<file path="src/rtl/ixc_sample_pkg.sv">
// Shared types and constants for the sampled-vector change-capture stage.
package ixc_sample_pkg;

  localparam int DEF_WIDTH  = 8;
  localparam int DEF_DEPTH  = 16;
  localparam int DEF_TS_W   = 16;
  localparam int DEF_DROP_W = 8;

  localparam int REC_W = DEF_TS_W + DEF_WIDTH;

  // Wide all-ones; each instance slices it down to its own counter width.
  localparam logic [31:0] DROP_SAT = '1;

  typedef struct packed {
    logic [DEF_TS_W-1:0]  ts;
    logic [DEF_WIDTH-1:0] val;
  } rec_t;

endpackage

</file>
<file path="src/rtl/ixc_sample_fifo.sv">
// Synchronous first-word-fall-through FIFO with a registered head-of-queue
// output; pointers carry an extra MSB to tell full from empty.
module ixc_sample_fifo #(
  parameter int DW    = 24,
  parameter int DEPTH = 16
) (
  input  logic                       clk,
  input  logic                       srst,
  input  logic                       push,
  input  logic [DW-1:0]              push_data,
  input  logic                       pop,
  output logic                       full,
  output logic                       empty,
  output logic [$clog2(DEPTH):0]     level,
  output logic [DW-1:0]              rd_data
);

  localparam int AW = $clog2(DEPTH);
  localparam int LW = AW + 1;

  logic [DW-1:0] mem [DEPTH];
  logic [LW-1:0] wr_ptr_q, wr_ptr_d;
  logic [LW-1:0] rd_ptr_q, rd_ptr_d;
  logic [LW-1:0] level_d;
  logic [DW-1:0] head_q;
  logic          push_ok;
  logic          pop_ok;
  logic          bypass;

  assign level   = wr_ptr_q - rd_ptr_q;
  assign empty   = (level == '0);
  assign full    = (level == LW'(DEPTH));
  assign rd_data = head_q;

  always_comb begin
    pop_ok   = pop && !empty;
    // A full FIFO still takes a push when the head leaves in the same cycle.
    push_ok  = push && (!full || pop_ok);
    wr_ptr_d = wr_ptr_q + LW'(push_ok);
    rd_ptr_d = rd_ptr_q + LW'(pop_ok);
    level_d  = wr_ptr_d - rd_ptr_d;
    // The new head is the word being written now, so RAM does not hold it yet.
    bypass   = push_ok && (rd_ptr_d == wr_ptr_q);
  end

  always_ff @(posedge clk) begin
    if (push_ok) begin
      mem[wr_ptr_q[AW-1:0]] <= push_data;
    end
  end

  always_ff @(posedge clk) begin
    if (srst) begin
      wr_ptr_q <= '0;
      rd_ptr_q <= '0;
      head_q   <= '0;
    end else begin
      wr_ptr_q <= wr_ptr_d;
      rd_ptr_q <= rd_ptr_d;
      if (level_d != '0) begin
        head_q <= bypass ? push_data : mem[rd_ptr_d[AW-1:0]];
      end
    end
  end

endmodule

</file>
<file path="src/rtl/ixc_sample_chg_capture.sv">
// Change detector on the sampled vector: each change (or the first enabled
// cycle) is tagged with a free-running timestamp and queued for upload.
module ixc_sample_chg_capture
  import ixc_sample_pkg::*;
#(
  parameter int WIDTH  = DEF_WIDTH,
  parameter int DEPTH  = DEF_DEPTH,
  parameter int TS_W   = DEF_TS_W,
  parameter int DROP_W = DEF_DROP_W
) (
  input  logic                    fclk,
  input  logic                    rst,
  input  logic                    en,
  input  logic [WIDTH-1:0]        sv,
  output logic                    out_valid,
  input  logic                    out_ready,
  output logic [TS_W+WIDTH-1:0]   out_data,
  output logic                    overflow,
  output logic [DROP_W-1:0]       drop_cnt,
  output logic [$clog2(DEPTH):0]  level
);

  localparam int RW = TS_W + WIDTH;
  localparam logic [DROP_W-1:0] SAT = DROP_SAT[DROP_W-1:0];

  logic [TS_W-1:0]   ts_q, ts_d;
  logic [WIDTH-1:0]  prev_q, prev_d;
  logic              primed_q, primed_d;
  logic              overflow_q, overflow_d;
  logic [DROP_W-1:0] drop_q, drop_d;
  logic              capture;
  logic              pop;
  logic              drop;
  logic              fifo_full;
  logic              fifo_empty;

  always_comb begin
    capture    = en && (!primed_q || (sv != prev_q));
    pop        = out_valid && out_ready;
    drop       = capture && fifo_full && !pop;
    ts_d       = ts_q + TS_W'(1);
    // prev follows sv even when the record is dropped.
    prev_d     = en ? sv : prev_q;
    primed_d   = en;
    overflow_d = overflow_q || drop;
    drop_d     = drop_q;
    if (drop && (drop_q != SAT)) begin
      drop_d = drop_q + DROP_W'(1);
    end
  end

  always_ff @(posedge fclk) begin
    if (rst) begin
      ts_q       <= '0;
      prev_q     <= '0;
      primed_q   <= 1'b0;
      overflow_q <= 1'b0;
      drop_q     <= '0;
    end else begin
      ts_q       <= ts_d;
      prev_q     <= prev_d;
      primed_q   <= primed_d;
      overflow_q <= overflow_d;
      drop_q     <= drop_d;
    end
  end

  ixc_sample_fifo #(
    .DW    (RW),
    .DEPTH (DEPTH)
  ) u_fifo (
    .clk       (fclk),
    .srst      (rst),
    .push      (capture),
    .push_data ({ts_q, sv}),
    .pop       (out_ready),
    .full      (fifo_full),
    .empty     (fifo_empty),
    .level     (level),
    .rd_data   (out_data)
  );

  assign out_valid = !fifo_empty;
  assign overflow  = overflow_q;
  assign drop_cnt  = drop_q;

endmodule

</file>
<file path="config.mk">
export PLATFORM = sky130hd
export DESIGN_NAME = ixc_sample_chg_capture
export DESIGN_NICKNAME = d
export VERILOG_FILES = /design/src/rtl/ixc_sample_pkg.sv /design/src/rtl/ixc_sample_fifo.sv /design/src/rtl/ixc_sample_chg_capture.sv
export SDC_FILE = /design/constraint.sdc
export NUM_CORES = 1
export LEC_CHECK = 0
export CELL_PAD_IN_SITES_DETAIL_PLACEMENT = 0
export CELL_PAD_IN_SITES_GLOBAL_PLACEMENT = 1
export CORE_UTILIZATION = 28
export DETAILED_ROUTE_END_ITERATION = 8
export GPL_ROUTABILITY_DRIVEN = 0
export GPL_TIMING_DRIVEN = 1
export PLACE_DENSITY_LB_ADDON = 0.1
export SKIP_LAST_GASP = 1
export SYNTH_ARGS = -nofsm -noshare
export SYNTH_HDL_FRONTEND = slang
export SYNTH_SLANG_ARGS = --single-unit
</file>
<file path="constraint.sdc">
create_clock -name fclk -period 5.25 [get_ports fclk]
set_input_delay 0.7875 -clock fclk [delete_from_list [all_inputs] [get_ports fclk]]
set_output_delay 0.7875 -clock fclk [all_outputs]
set_load 0.03 [all_outputs]
</file>
# Word level (Yosys, flattened, before mapping)
# Memories as Yosys holds them, arrays and structs flattened.
# Index checks and enable logic that the tools add are counted.
[totals]
out_inout_bits = 39
input_bits = 12
wordCells = 38
n_memories = 1
regBits = 68
ram_bits = 384
[classes]
eq_ne = 4
add_sub_neg = 6
n_reduce_logical = 16
mux = 3
[mem_list]
columns = ["memory", "depth", "width", "read_ports", "rd_clocked_by_memory_dff", "wr", "line", "rtl"]
rows = [
  ["u_fifo.mem", 16, 24, 1, 0, 1, "ixc_sample_fifo.sv:21", "logic [DW-1:0] mem [DEPTH];"],
]
[ops]
columns = ["operator", "n"]
rows = [
  ["two-way mux 24 bit", 1],
  ["adder 16 x 1 -> 16 bit (second input constant)", 1],
  ["adder 5 x 1 -> 5 bit", 2],
  ["subtractor 5 bit", 2],
  ["adder 8 x 1 -> 8 bit (second input constant)", 1],
  ["!= test 8 bit", 1],
  ["!= test 8 bit (second input constant)", 1],
  ["logical AND 1 bit", 7],
  ["equality test 5 bit", 1],
  ["equality test 5 bit (second input constant)", 1],
  ["zero test 5 bit", 1],
  ["nonzero test 5 bit", 1],
  ["zero test 1 bit", 4],
  ["logical OR 1 bit", 3],
  ["two-way mux 1 bit", 2],
]

# Depth between registers and ports, before layout
# Gate-level depths: netlist of the first run.
[depth]
depth_word = 9
ltp_mapped = 25
depth_no_buf = 19

# Cells and area by module
# From an unflattened synthesis of the first run, not the netlist that was laid out.
[unflattened]
hier_cells = 933
area_unflattened_um2 = 18056.1
[by_module_without_submodules]
columns = ["mod", "seq_area_each_um2", "cells_each", "area_per_inst_um2", "instances"]
rows = [
  ["ixc_sample_fifo", 12211.7, 769, 16547.1, 1],
  ["ixc_sample_chg_capture", 680.7, 164, 1508.9, 1],
]

# Worst setup path before layout of the first run
# No wires, ideal clock.
[synth_timing]
path_type = "register to register"
startpoint = "reg u_fifo.wr_ptr_q[1]"
endpoint = "reg u_fifo.head_q[10] (netlist: u_fifo.rd_data[10])"
stages_incl_launch_ff = 26
synth_period_minus_slack_ps = 5983
setup_slack_ps = -733
setup_time_ps = 78
t_arrival_ps = 5905
required_time_ps = 5172
path_buffers = 8
cell_sequence = "dfxtp_1 -> buf_1 -> inv_1 -> fa_1 -> inv_1 -> or3_1 -> o31ai_2 -> buf_4 -> clkbuf_1 -> nand2b_1 -> and2_1 -> ha_1 -> ha_1 -> xnor2_2 -> buf_2 -> buf_2 -> buf_2 -> ha_1 -> a21oi_1 -> o21ai_0 -> xnor2_1 -> and4b_1 -> clkbuf_1 -> clkbuf_1 -> a221oi_1 -> nor3_1"
[synth_via]
elab_chain_cells = 9
elab_cells_between_ends = 16
classes_between = "add/sub: 4; eq/ne: 2; mux: 1; reduce/logical: 8; memory: 1"
[synth_lines]
columns = ["element", "line", "rtl"]
rows = [
  ["from (decl)", "ixc_sample_fifo.sv:22", "logic [LW-1:0] wr_ptr_q, wr_ptr_d;"],
  ["from (signal assigned)", "ixc_sample_fifo.sv:58", "wr_ptr_q <= wr_ptr_d;"],
  ["subtractor 5 bit (*)", "ixc_sample_fifo.sv:30", "assign level = wr_ptr_q - rd_ptr_q;"],
  ["named net level[1]", "ixc_sample_chg_capture.sv:20", "output logic [$clog2(DEPTH):0] level"],
  ["zero test 5 bit (*)", "ixc_sample_fifo.sv:31", "assign empty = (level == '0);"],
  ["zero test 1 bit (*)", "--", ""],
  ["named net out_valid", "ixc_sample_chg_capture.sv:15", "output logic out_valid,"],
  ["logical AND 1 bit (*)", "ixc_sample_fifo.sv:36", "pop_ok = pop && !empty;"],
  ["logical OR 1 bit", "ixc_sample_fifo.sv:38", "push_ok = push && (!full || pop_ok);"],
  ["logical AND 1 bit", "ixc_sample_fifo.sv:38", ""],
  ["adder 5 x 1 -> 5 bit", "ixc_sample_fifo.sv:39", "wr_ptr_d = wr_ptr_q + LW'(push_ok);"],
  ["subtractor 5 bit", "ixc_sample_fifo.sv:41", "level_d = wr_ptr_d - rd_ptr_d;"],
  ["nonzero test 5 bit", "ixc_sample_fifo.sv:60", "if (level_d != '0) begin"],
  ["to (signal assigned)", "ixc_sample_fifo.sv:61", "head_q <= bypass ? push_data : mem[rd_ptr_d[AW-1:0]];"],
  ["to (decl)", "ixc_sample_fifo.sv:25", "logic [DW-1:0] head_q;"],
]
# Mark *: on every way through the listed nets, which the timed path passes. The rest lies on a longest branch.
# A chain may end at the register's enable or synchronous reset.

# Worst setup path after layout of the first run
[layout_timing]
startpoint = "reg u_fifo.wr_ptr_q[0]"
endpoint = "reg u_fifo.head_q[18] (netlist: u_fifo.rd_data[18])"
[layout_via]
elab_chain_cells = 9
elab_cells_between_ends = 16
classes_between = "add/sub: 4; eq/ne: 2; mux: 1; reduce/logical: 8; memory: 1"
[layout_lines]
columns = ["element", "line"]
rows = [
  ["subtractor 5 bit", "ixc_sample_fifo.sv:30"],
  ["zero test 5 bit", "ixc_sample_fifo.sv:31"],
  ["zero test 1 bit", "ixc_sample_fifo.sv:36"],
  ["logical AND 1 bit", "ixc_sample_fifo.sv:36"],
  ["logical OR 1 bit", "ixc_sample_fifo.sv:38"],
  ["logical AND 1 bit", "ixc_sample_fifo.sv:38"],
  ["adder 5 x 1 -> 5 bit", "ixc_sample_fifo.sv:39"],
  ["subtractor 5 bit", "ixc_sample_fifo.sv:41"],
  ["nonzero test 5 bit", "ixc_sample_fifo.sv:60"],
]
# Several ways; a longest one is shown, not always the timed one.

==> results of run 1 <==
## flip-flops by register name, summed over array words and instances, names as in the netlist
| signal | count |
|---|---|
| u_fifo.mem | 384 |
| primed_q | 1 |
| u_fifo.rd_data | 24 |
| u_fifo.wr_ptr_q | 5 |
| u_fifo.rd_ptr_q | 5 |
| prev_q | 8 |
| ts_q | 16 |
| overflow | 1 |
| drop_cnt | 8 |
## what timing repair did
item                       4_1_cts  5_1_grt
setup endpoints to repair        0        1
hold buffers                     0        0
gates resized for setup          0        1
setup buffers                    0        0
## power breakdown
part | internal [W] | leakage, nW | switching, W | total, W
Clock | 0.00227 | 0.866 | 0.00148 | 0.00375
Combinational | 0.00179 | 2.81 | 0.00256 | 0.00435
Sequential | 0.00404 | 4.09 | 0.000117 | 0.00416
## cell families (layout without fill, tap and decap cells)
| family | count (synthesis) | in the layout | synth area share |
|---|---|---|---|
| xor gates and xnor gates | 41 | 41 | 0.0221 |
| and+or+nand+nor | 226 | 226 | 0.0611 |
| DFF | 452 | 452 | 0.694 |
| AOI/OAI and AO/OA | 165 | 165 | 0.0680 |
| buffers and inverters | 91 | 233 | 0.0208 |
| muxes | 165 | 165 | 0.123 |
| adders and majority gates | 16 | 16 | 0.0112 |
## placed cells by master (no fill, tap or decap), types with 22 or more instances in the layout
cell,n
nand3_1,41
a2111oi_0,24
mux4_2,48
edfxtp_1,384
mux2_2,27
nor3_1,50
a221oi_1,24
dfxtp_1,67
buf_4,64
clkbuf_16,53
a22oi_1,22
mux2i_1,90
clkdlybuf4s50_1,48
nor2_1,44
## final timing paths
path / from / to / slack (ns) / cells after the start
max: u_fifo.wr_ptr_q[0]$_SDFF_PP0_ / u_fifo.rd_data[18]$_SDFFE_PP0P_ / 0.30 / 19
min: overflow$_SDFF_PP0_ / overflow$_SDFF_PP0_ / 0.49 / 2
max reg2reg: u_fifo.wr_ptr_q[0]$_SDFF_PP0_ / u_fifo.rd_data[18]$_SDFFE_PP0P_ / 0.30 / 19
min reg2reg: overflow$_SDFF_PP0_ / overflow$_SDFF_PP0_ / 0.49 / 2
## worst max-delay path: stages (launching register included)
cell and delay (ns):
dfxtp_2 0.39, inv_1 0.09, ha_1 0.21, fa_1 0.52
inv_2 0.04, or3_1 0.40, o31ai_4 0.28, nand2b_4 0.07
and2_1 0.19, ha_4 0.16, ha_2 0.22, xnor2_4 0.28
ha_1 0.31, a21oi_1 0.14, o21ai_0 0.11, xnor2_1 0.21
and4b_1 0.65, buf_4 0.27, a221oi_1 0.09, nor3_1 0.21
## final cells by class
class | instances | area (um2)
clock buffers | 77 | 1500
repair buffers | 123 | 1150
clock inverters | 19 | 269
well taps | 864 | 1080
fillers | 6280 | 43300
inverters | 14 | 52.6
flip-flops and latches | 452 | 12900
multi-input cells | 613 | 5490
## layer usage
layer	track usage	wire [um]	vias to the layer above
met4	0.0477	1350	0
met3	0.0300	2610	77
met5	0	0	-
met1	0.247	27600	5550
met2	0.270	26100	248
li1	-	-	4827
## metrics by stage
stage               cells  instance area, um2
floorplan            1156               18600
global placement     2066               20700
detailed placement   2066               20700
CTS                  2162               22400
global route         2162               22400
finish               2162               22400
## synthesized netlist by cell type, drive strengths merged (24+ instances only)
master,n,area share
dfxtp,68,0.073
edfxtp,384,0.62
mux4,48,0.058
nor3,58,0.016
mux2,27,0.016
nand3,41,0.011
a2111oi,24,0.011
mux2i,90,0.048
clkbuf,41,0.0083
buf,36,0.0097
a221oi,24,0.011
nor2,55,0.011
==> impl_metrics.env, run 1 <==
export IMPL_vias=10700
export IMPL_fin_tns_setup_ns=0
export IMPL_track_usage=0.173
export IMPL_ir_worst_vdd_mv=0.255
export IMPL_netlist_cell_type_count=50
export IMPL_start_util=0.283
export IMPL_yosys_most_used_dff="edfxtp_1"
export IMPL_final_layout_size_suffix_gt1_frac=0.209
export IMPL_cap_violations=0
export IMPL_dp_hpwl_um=33400
export IMPL_cts_sinks=452
export IMPL_die_area_um2=67400
export IMPL_p_leak_nw=7.77
export IMPL_worst_setup_path_type="flop to flop"
export IMPL_clk_pin_slew_worst_paths_ns=0.06
export IMPL_syn_nets=1184
export IMPL_grt_max_degree=72
export IMPL_antenna_found_initial=0
export IMPL_h_tree_depth=2
export IMPL_cp_arrival_ns=5.46
export IMPL_finalHoldViolations=0
export IMPL_synthArstFlopShare=0
export IMPL_grt_pass1_vias=11100
export IMPL_slew_headroom=0.428
export IMPL_nets=1283
export IMPL_grt_pass1_wl_um=82800
export IMPL_drt_initial_drc_count=728
export IMPL_fin_crit_sh=0.943
export IMPL_die_y_um=260
export IMPL_pin_count=51
export IMPL_die_x_um=260
export IMPL_root_buffer="clkbuf_16"
export IMPL_fin_worst_skew_ns=0.0144
export IMPL_route_detailed_drc=0
export IMPL_synth_edf_count=384
export IMPL_syn_to_final_growth_pct=20.8
export IMPL_synth_area_um2=18600
export IMPL_diodes=0
export IMPL_grt_overflow=0
export IMPL_status="finished, final reports clean"
export IMPL_clk_path_buf_depth=3
export IMPL_ys_ff_latch=452
export IMPL_crit_path_start_kind="flop"
export IMPL_worst_setup_path_end_kind="flop"
export IMPL_slew_viol_final=0
export IMPL_dr_pass1_iters=4
export IMPL_required_ns=5.76
export IMPL_ant_nets=0
export IMPL_setup_viol=0
export IMPL_post_place_ws_ns=0.164
export IMPL_max_freq_ghz=0.202
export IMPL_row_count=94
export IMPL_wl_per_cell_um=26.7
export IMPL_hold_path_class="flop to flop"
export IMPL_io_buffers=50
export IMPL_wirelength_um=57600
export IMPL_grt_setup_unrepaired="no"
export IMPL_ys_warn_count=0
export IMPL_numCtsBuffers=51
export IMPL_syn_area_per_cell_um2=16.1
export IMPL_floorplan_core_area_um2=65700
export IMPL_ys_seq_area_frac=0.694
export IMPL_cts_tree="done"
export IMPL_whs_ns=0.490
export IMPL_clk_latency_ns=0.60
export IMPL_power_w=0.0123
export IMPL_power_density_nw_per_um2=546
export IMPL_synthCells=1156
export IMPL_worst_pin_slew_ns=0.856
export IMPL_utilization=0.341
export IMPL_cp_max_fo=10
export IMPL_min_period_ns=4.95
export IMPL_worst_slack_ns=0.301
export IMPL_viasPerCell=4.95
Note: power is estimated with default switching activity, not from simulation.
==> inputs of run 2 (changes only) <==
- DONT_BUFFER_PORTS: not set -> 1
==> impl_metrics.env, run 2 (same netlist as run 1, synthesis figures left out) <==
export IMPL_clk_path_buf_depth=3
export IMPL_utilization=0.329
export IMPL_clk_pin_slew_worst_paths_ns=0.06
export IMPL_cap_violations=0
export IMPL_hold_end="drop_cnt[0]$_SDFFE_PP0P_"
export IMPL_setup_viol=0
export IMPL_fin_crit_sh=0.943
export IMPL_post_cts_buffers=0
export IMPL_ir_worst_vdd_mv=0.259
export IMPL_crit_family="adder cells"
export IMPL_fin_tns_setup_ns=0
export IMPL_final_cell_mix="edfxtp_1 (384), mux2i_1 (90), dfxtp_1 (67), buf_4 (59), clkbuf_16 (52)"
export IMPL_nets=1223
export IMPL_floorplan_core_area_um2=65700
export IMPL_hold_path_class="input pin to flop"
export IMPL_crit_path_max_incr_delay_ns=0.52
export IMPL_path_cells="inv_1, ha_1, fa_1, inv_2, or3_1, o31ai_4, nand2b_4, and2_1, ha_4, ha_2, xnor2_4, buf_16, mux2i_1, a22o_1, o31ai_1, a221oi_1, buf_4, nor3_1"
export IMPL_ant_nets=0
export IMPL_io_buffers=0
export IMPL_reg2reg_depth=18
export IMPL_post_place_ws_ns=0.197
export IMPL_track_usage=0.161
export IMPL_slew_viol_final=0
export IMPL_vias=10400
export IMPL_cts_resized=0
export IMPL_grt_pass1_wl_um=77700
export IMPL_viasPerCell=4.97
export IMPL_syn_to_final_growth_pct=16.4
export IMPL_numCtsBuffers=51
export IMPL_dpl_cell_area_um2=20000
export IMPL_crit_path_start_kind="flop"
export IMPL_max_freq_ghz=0.202
export IMPL_die_area_um2=67400
export IMPL_worst_setup_path_end_kind="flop"
export IMPL_cp_max_fo=134
export IMPL_grt_max_degree=135
export IMPL_diodes=0
export IMPL_dr_pass1_iters=4
export IMPL_dp_hpwl_um=30200
export IMPL_largest_reg_flops=384
export IMPL_route_detailed_drc=0
export IMPL_fin_worst_skew_ns=0.0221
export IMPL_min_delay_start="rst"
export IMPL_p_leak_nw=7.43
export IMPL_row_count=94
export IMPL_min_period_ns=4.95
export IMPL_nFillCells=6329
export IMPL_finalHoldViolations=0
export IMPL_status="finished, final reports clean"
export IMPL_slowest_stage="fa_1"
export IMPL_cp_arrival_ns=5.47
export IMPL_reg2reg_from="u_fifo.wr_ptr_q[0]$_SDFF_PP0_"
export IMPL_pin_count=51
export IMPL_timing_rr_end="u_fifo.rd_data[10]$_SDFFE_PP0P_"
export IMPL_final_area_um2=21600
export IMPL_die_y_um=260
export IMPL_wirelength_um=53500
export IMPL_hold_buffers=0
export IMPL_worst_slack_ns=0.297
export IMPL_power_density_nw_per_um2=537
export IMPL_cts_tree="done"
export IMPL_required_ns=5.77
export IMPL_antenna_found_initial=0
export IMPL_grt_pass1_vias=10500
export IMPL_min_path_cells=1
export IMPL_r2r_setup_slack_ns=0.30
export IMPL_clk_latency_ns=0.60
export IMPL_root_buffer="clkbuf_16"
export IMPL_grt_setup_unrepaired="no"
export IMPL_slew_headroom=0.321
export IMPL_cts_sinks=452
export IMPL_cp_num_buf_inv=4
export IMPL_grt_overflow=0
export IMPL_start_util=0.283
export IMPL_final_layout_size_suffix_gt1_frac=0.201
export IMPL_die_x_um=260
export IMPL_worst_setup_path_type="flop to flop"
export IMPL_final_common_cell="edfxtp_1"
export IMPL_h_tree_depth=2
export IMPL_whs_ns=0.264
export IMPL_drt_initial_drc_count=773
export IMPL_wl_per_cell_um=25.5
export IMPL_worst_pin_slew_ns=1.02
[run 2: cell types whose count changed in the layout (fill, tap and decap cells not counted), moves of 2 or more]
cell and delta:
buf_2 -2, buf_4 -5, bufinv_16 -4, clkdlybuf4s50_1 -48
buf_12 -6, clkbuf_8 -7, clkinv_1 +10
[run 2: report_power, final]
group	leakage, nW	switching (W)	internal, W	total (W)
registers	4.09	0.000262	0.00404	0.00431
clock network	0.765	0.00145	0.00194	0.00339
logic	2.57	0.00230	0.00163	0.00393
[run 2: metrics by stage]
step	instances	power (W)
finish	2099	0.0116
global route	2099	0.0122
CTS	2099	0.0118
detailed placement	2006	0.00838
global placement	2006	0.00839
floorplan	1156	0.00688
[run 2: cell type report]
class                           count  area (um2)  area share
Multi-Input combinational cell    613        5500       0.254
Inverter                           14        52.6     0.00243
Sequential cell                   452       12900       0.596
Clock buffer                       69        1380      0.0636
Clock inverter                     24         203     0.00937
Tap cell                          864        1080      0.0500
Timing Repair Buffer               63         531      0.0245
[run 2: per-layer routing]
| metal | wire length (um) | global-route usage | up-vias | share of wire |
|---|---|---|---|---|
| li1 | - | - | 4708 | - |
| met1 | 25000 | 0.225 | 5442 | 0.47 |
| met2 | 24600 | 0.250 | 219 | 0.46 |
| met3 | 2790 | 0.0358 | 68 | 0.052 |
| met4 | 1110 | 0.0431 | 0 | 0.021 |
| met5 | 0 | 0 | - | 0 |
[run 2: worst max-delay path by stage]
stage,to,start,cells past startpoint,slack (ns)
after detailed placement,u_fifo.rd_data[13]$_SDFFE_PP0P_,u_fifo.wr_ptr_q[0]$_SDFF_PP0_,20,0.20
after global routing,u_fifo.rd_data[13]$_SDFFE_PP0P_,u_fifo.wr_ptr_q[0]$_SDFF_PP0_,18,0.03
after CTS,u_fifo.rd_data[13]$_SDFFE_PP0P_,u_fifo.wr_ptr_q[0]$_SDFF_PP0_,20,0.17
after floorplan,u_fifo.rd_data[0]$_SDFFE_PP0P_,u_fifo.wr_ptr_q[0]$_SDFF_PP0_,25,0.002
after global placement,u_fifo.rd_data[14]$_SDFFE_PP0P_,u_fifo.wr_ptr_q[0]$_SDFF_PP0_,20,0.24
final,u_fifo.rd_data[10]$_SDFFE_PP0P_,u_fifo.wr_ptr_q[0]$_SDFF_PP0_,18,0.30
==> inputs of run 3 (changes only) <==
- CORE_MARGIN: not set -> 10
==> impl_metrics.env, run 3 (same netlist as run 1, synthesis figures left out) <==
export IMPL_root_buffer="clkbuf_16"
export IMPL_cp_arrival_ns=5.46
export IMPL_clk_path_buf_depth=3
export IMPL_pin_count=51
export IMPL_largest_reg_flops=384
export IMPL_cts_sinks=452
export IMPL_worst_setup_path_end_kind="flop"
export IMPL_wirelength_um=55500
export IMPL_dp_hpwl_um=32000
export IMPL_ant_nets=0
export IMPL_post_cts_buffers=0
export IMPL_viasPerCell=5.02
export IMPL_status="finished, final reports clean"
export IMPL_cp_num_buf_inv=3
export IMPL_vias=10600
export IMPL_drt_initial_drc_count=746
export IMPL_cap_violations=0
export IMPL_slew_headroom=0.418
export IMPL_min_delay_start="rst"
export IMPL_setup_viol=0
export IMPL_h_tree_depth=2
export IMPL_numCtsBuffers=51
export IMPL_worst_path_most_repeated_cell="ha_1"
export IMPL_final_area_um2=21700
export IMPL_min_period_ns=4.96
export IMPL_final_common_cell="edfxtp_1"
export IMPL_cts_resized=0
export IMPL_fin_tns_setup_ns=0
export IMPL_slew_viol_final=0
export IMPL_worst_setup_path_type="flop to flop"
export IMPL_fin_crit_sh=0.945
export IMPL_route_detailed_drc=0
export IMPL_ir_worst_vdd_mv=0.257
export IMPL_crit_path_start_kind="flop"
export IMPL_grt_setup_unrepaired="no"
export IMPL_worst_pin_slew_ns=0.872
export IMPL_cts_tree="done"
export IMPL_hold_buffers=0
export IMPL_start_util=0.283
export IMPL_p_leak_nw=7.45
export IMPL_hold_end="drop_cnt[7]$_SDFFE_PP0P_"
export IMPL_grt_overflow=0
export IMPL_crit_path_max_incr_delay_ns=0.67
export IMPL_max_freq_ghz=0.202
export IMPL_dpl_cell_area_um2=20100
export IMPL_grt_max_degree=90
export IMPL_row_count=94
export IMPL_slowest_stage="xor2_2"
export IMPL_track_usage=0.141
export IMPL_finalHoldViolations=0
export IMPL_r2r_setup_slack_ns=0.29
export IMPL_dr_pass1_iters=4
export IMPL_die_y_um=278
export IMPL_die_area_um2=77100
export IMPL_cp_max_fo=12
export IMPL_timing_rr_end="u_fifo.rd_data[0]$_SDFFE_PP0P_"
export IMPL_die_x_um=278
export IMPL_antenna_found_initial=0
export IMPL_clk_latency_ns=0.59
export IMPL_clk_pin_slew_worst_paths_ns=0.06
export IMPL_io_buffers=0
export IMPL_min_path_cells=1
export IMPL_nets=1227
export IMPL_syn_to_final_growth_pct=16.6
export IMPL_final_cell_mix="edfxtp_1 (384), mux2i_1 (90), dfxtp_1 (67), buf_4 (61), clkbuf_16 (53)"
export IMPL_reg2reg_from="u_fifo.wr_ptr_q[0]$_SDFF_PP0_"
export IMPL_crit_family="adder cells"
export IMPL_wl_per_cell_um=26.4
export IMPL_required_ns=5.75
export IMPL_floorplan_core_area_um2=65700
export IMPL_final_layout_size_suffix_gt1_frac=0.203
export IMPL_grt_pass1_wl_um=80100
export IMPL_reg2reg_depth=19
export IMPL_path_cells="inv_1, ha_1, fa_1, inv_2, or3_1, o31ai_4, nand2b_4, and2_1, ha_4, ha_2, xnor2_4, ha_1, o21ai_0, a21oi_1, nor2_1, xor2_2, buf_4, a221oi_1, nor3_1"
export IMPL_fin_worst_skew_ns=0.0230
export IMPL_power_density_nw_per_um2=537
export IMPL_grt_pass1_vias=10900
export IMPL_hold_path_class="input pin to flop"
run 3: area by class of cell:
| cell class | count | area, um2 |
|---|---|---|
| fillers | 6313 | 44100 |
| multi-input cells | 613 | 5480 |
| clock inverters | 22 | 164 |
| diodes | 1 | 2.50 |
| inverters | 14 | 52.6 |
| well taps | 864 | 1080 |
| flip-flops and latches | 452 | 12900 |
| clock buffers | 71 | 1400 |
| repair buffers | 67 | 578 |
run 3: per-layer routing:
metal / GRT usage / vias to the layer above / part of all wire
met1: 0.190 / 5561 / 0.47
met5: 0 / - / 0
met4: 0.0358 / 0 / 0.019
li1: - / 4716 / -
met3: 0.0317 / 69 / 0.048
met2: 0.226 / 224 / 0.46
run 3: where the power goes:
group          internal, W  total [W]  switching [W]
logic              0.00165    0.00393        0.00228
registers          0.00404    0.00431       0.000270
clock network      0.00196    0.00339        0.00143
run 3: how the worst max path moves through the flow:
stage	start	slack [ns]	end	cells after the start
after floorplan	u_fifo.wr_ptr_q[0]$_SDFF_PP0_	0.002	u_fifo.rd_data[0]$_SDFFE_PP0P_	25
after global placement	u_fifo.wr_ptr_q[0]$_SDFF_PP0_	0.37	u_fifo.rd_data[16]$_SDFFE_PP0P_	19
after detailed placement	u_fifo.wr_ptr_q[0]$_SDFF_PP0_	0.34	u_fifo.rd_data[19]$_SDFFE_PP0P_	19
after CTS	u_fifo.wr_ptr_q[0]$_SDFF_PP0_	0.29	u_fifo.rd_data[0]$_SDFFE_PP0P_	19
after global routing	u_fifo.wr_ptr_q[0]$_SDFF_PP0_	0.03	u_fifo.rd_data[1]$_SDFFE_PP0P_	19
final	u_fifo.wr_ptr_q[0]$_SDFF_PP0_	0.29	u_fifo.rd_data[0]$_SDFFE_PP0P_	19
run 3: through the flow:
stage / power (W) / std cells / setup slack (ns) / hold WS, ns / util
6_report: 0.0116 / 2104 / 0.291 / 0.267 / 0.329
5_1_grt: 0.0122 / 2103 / 0.0272 / 0.229 / 0.329
4_1_cts: 0.0118 / 2103 / 0.295 / 0.233 / 0.329
3_5_place_dp: 0.00838 / 2010 / 0.336 / 0.508 / 0.306
3_3_place_gp: 0.00840 / 2010 / 0.366 / 0.494 / 0.306
2_1_floorplan: 0.00688 / 1156 / 0.00206 / 0.482 / -
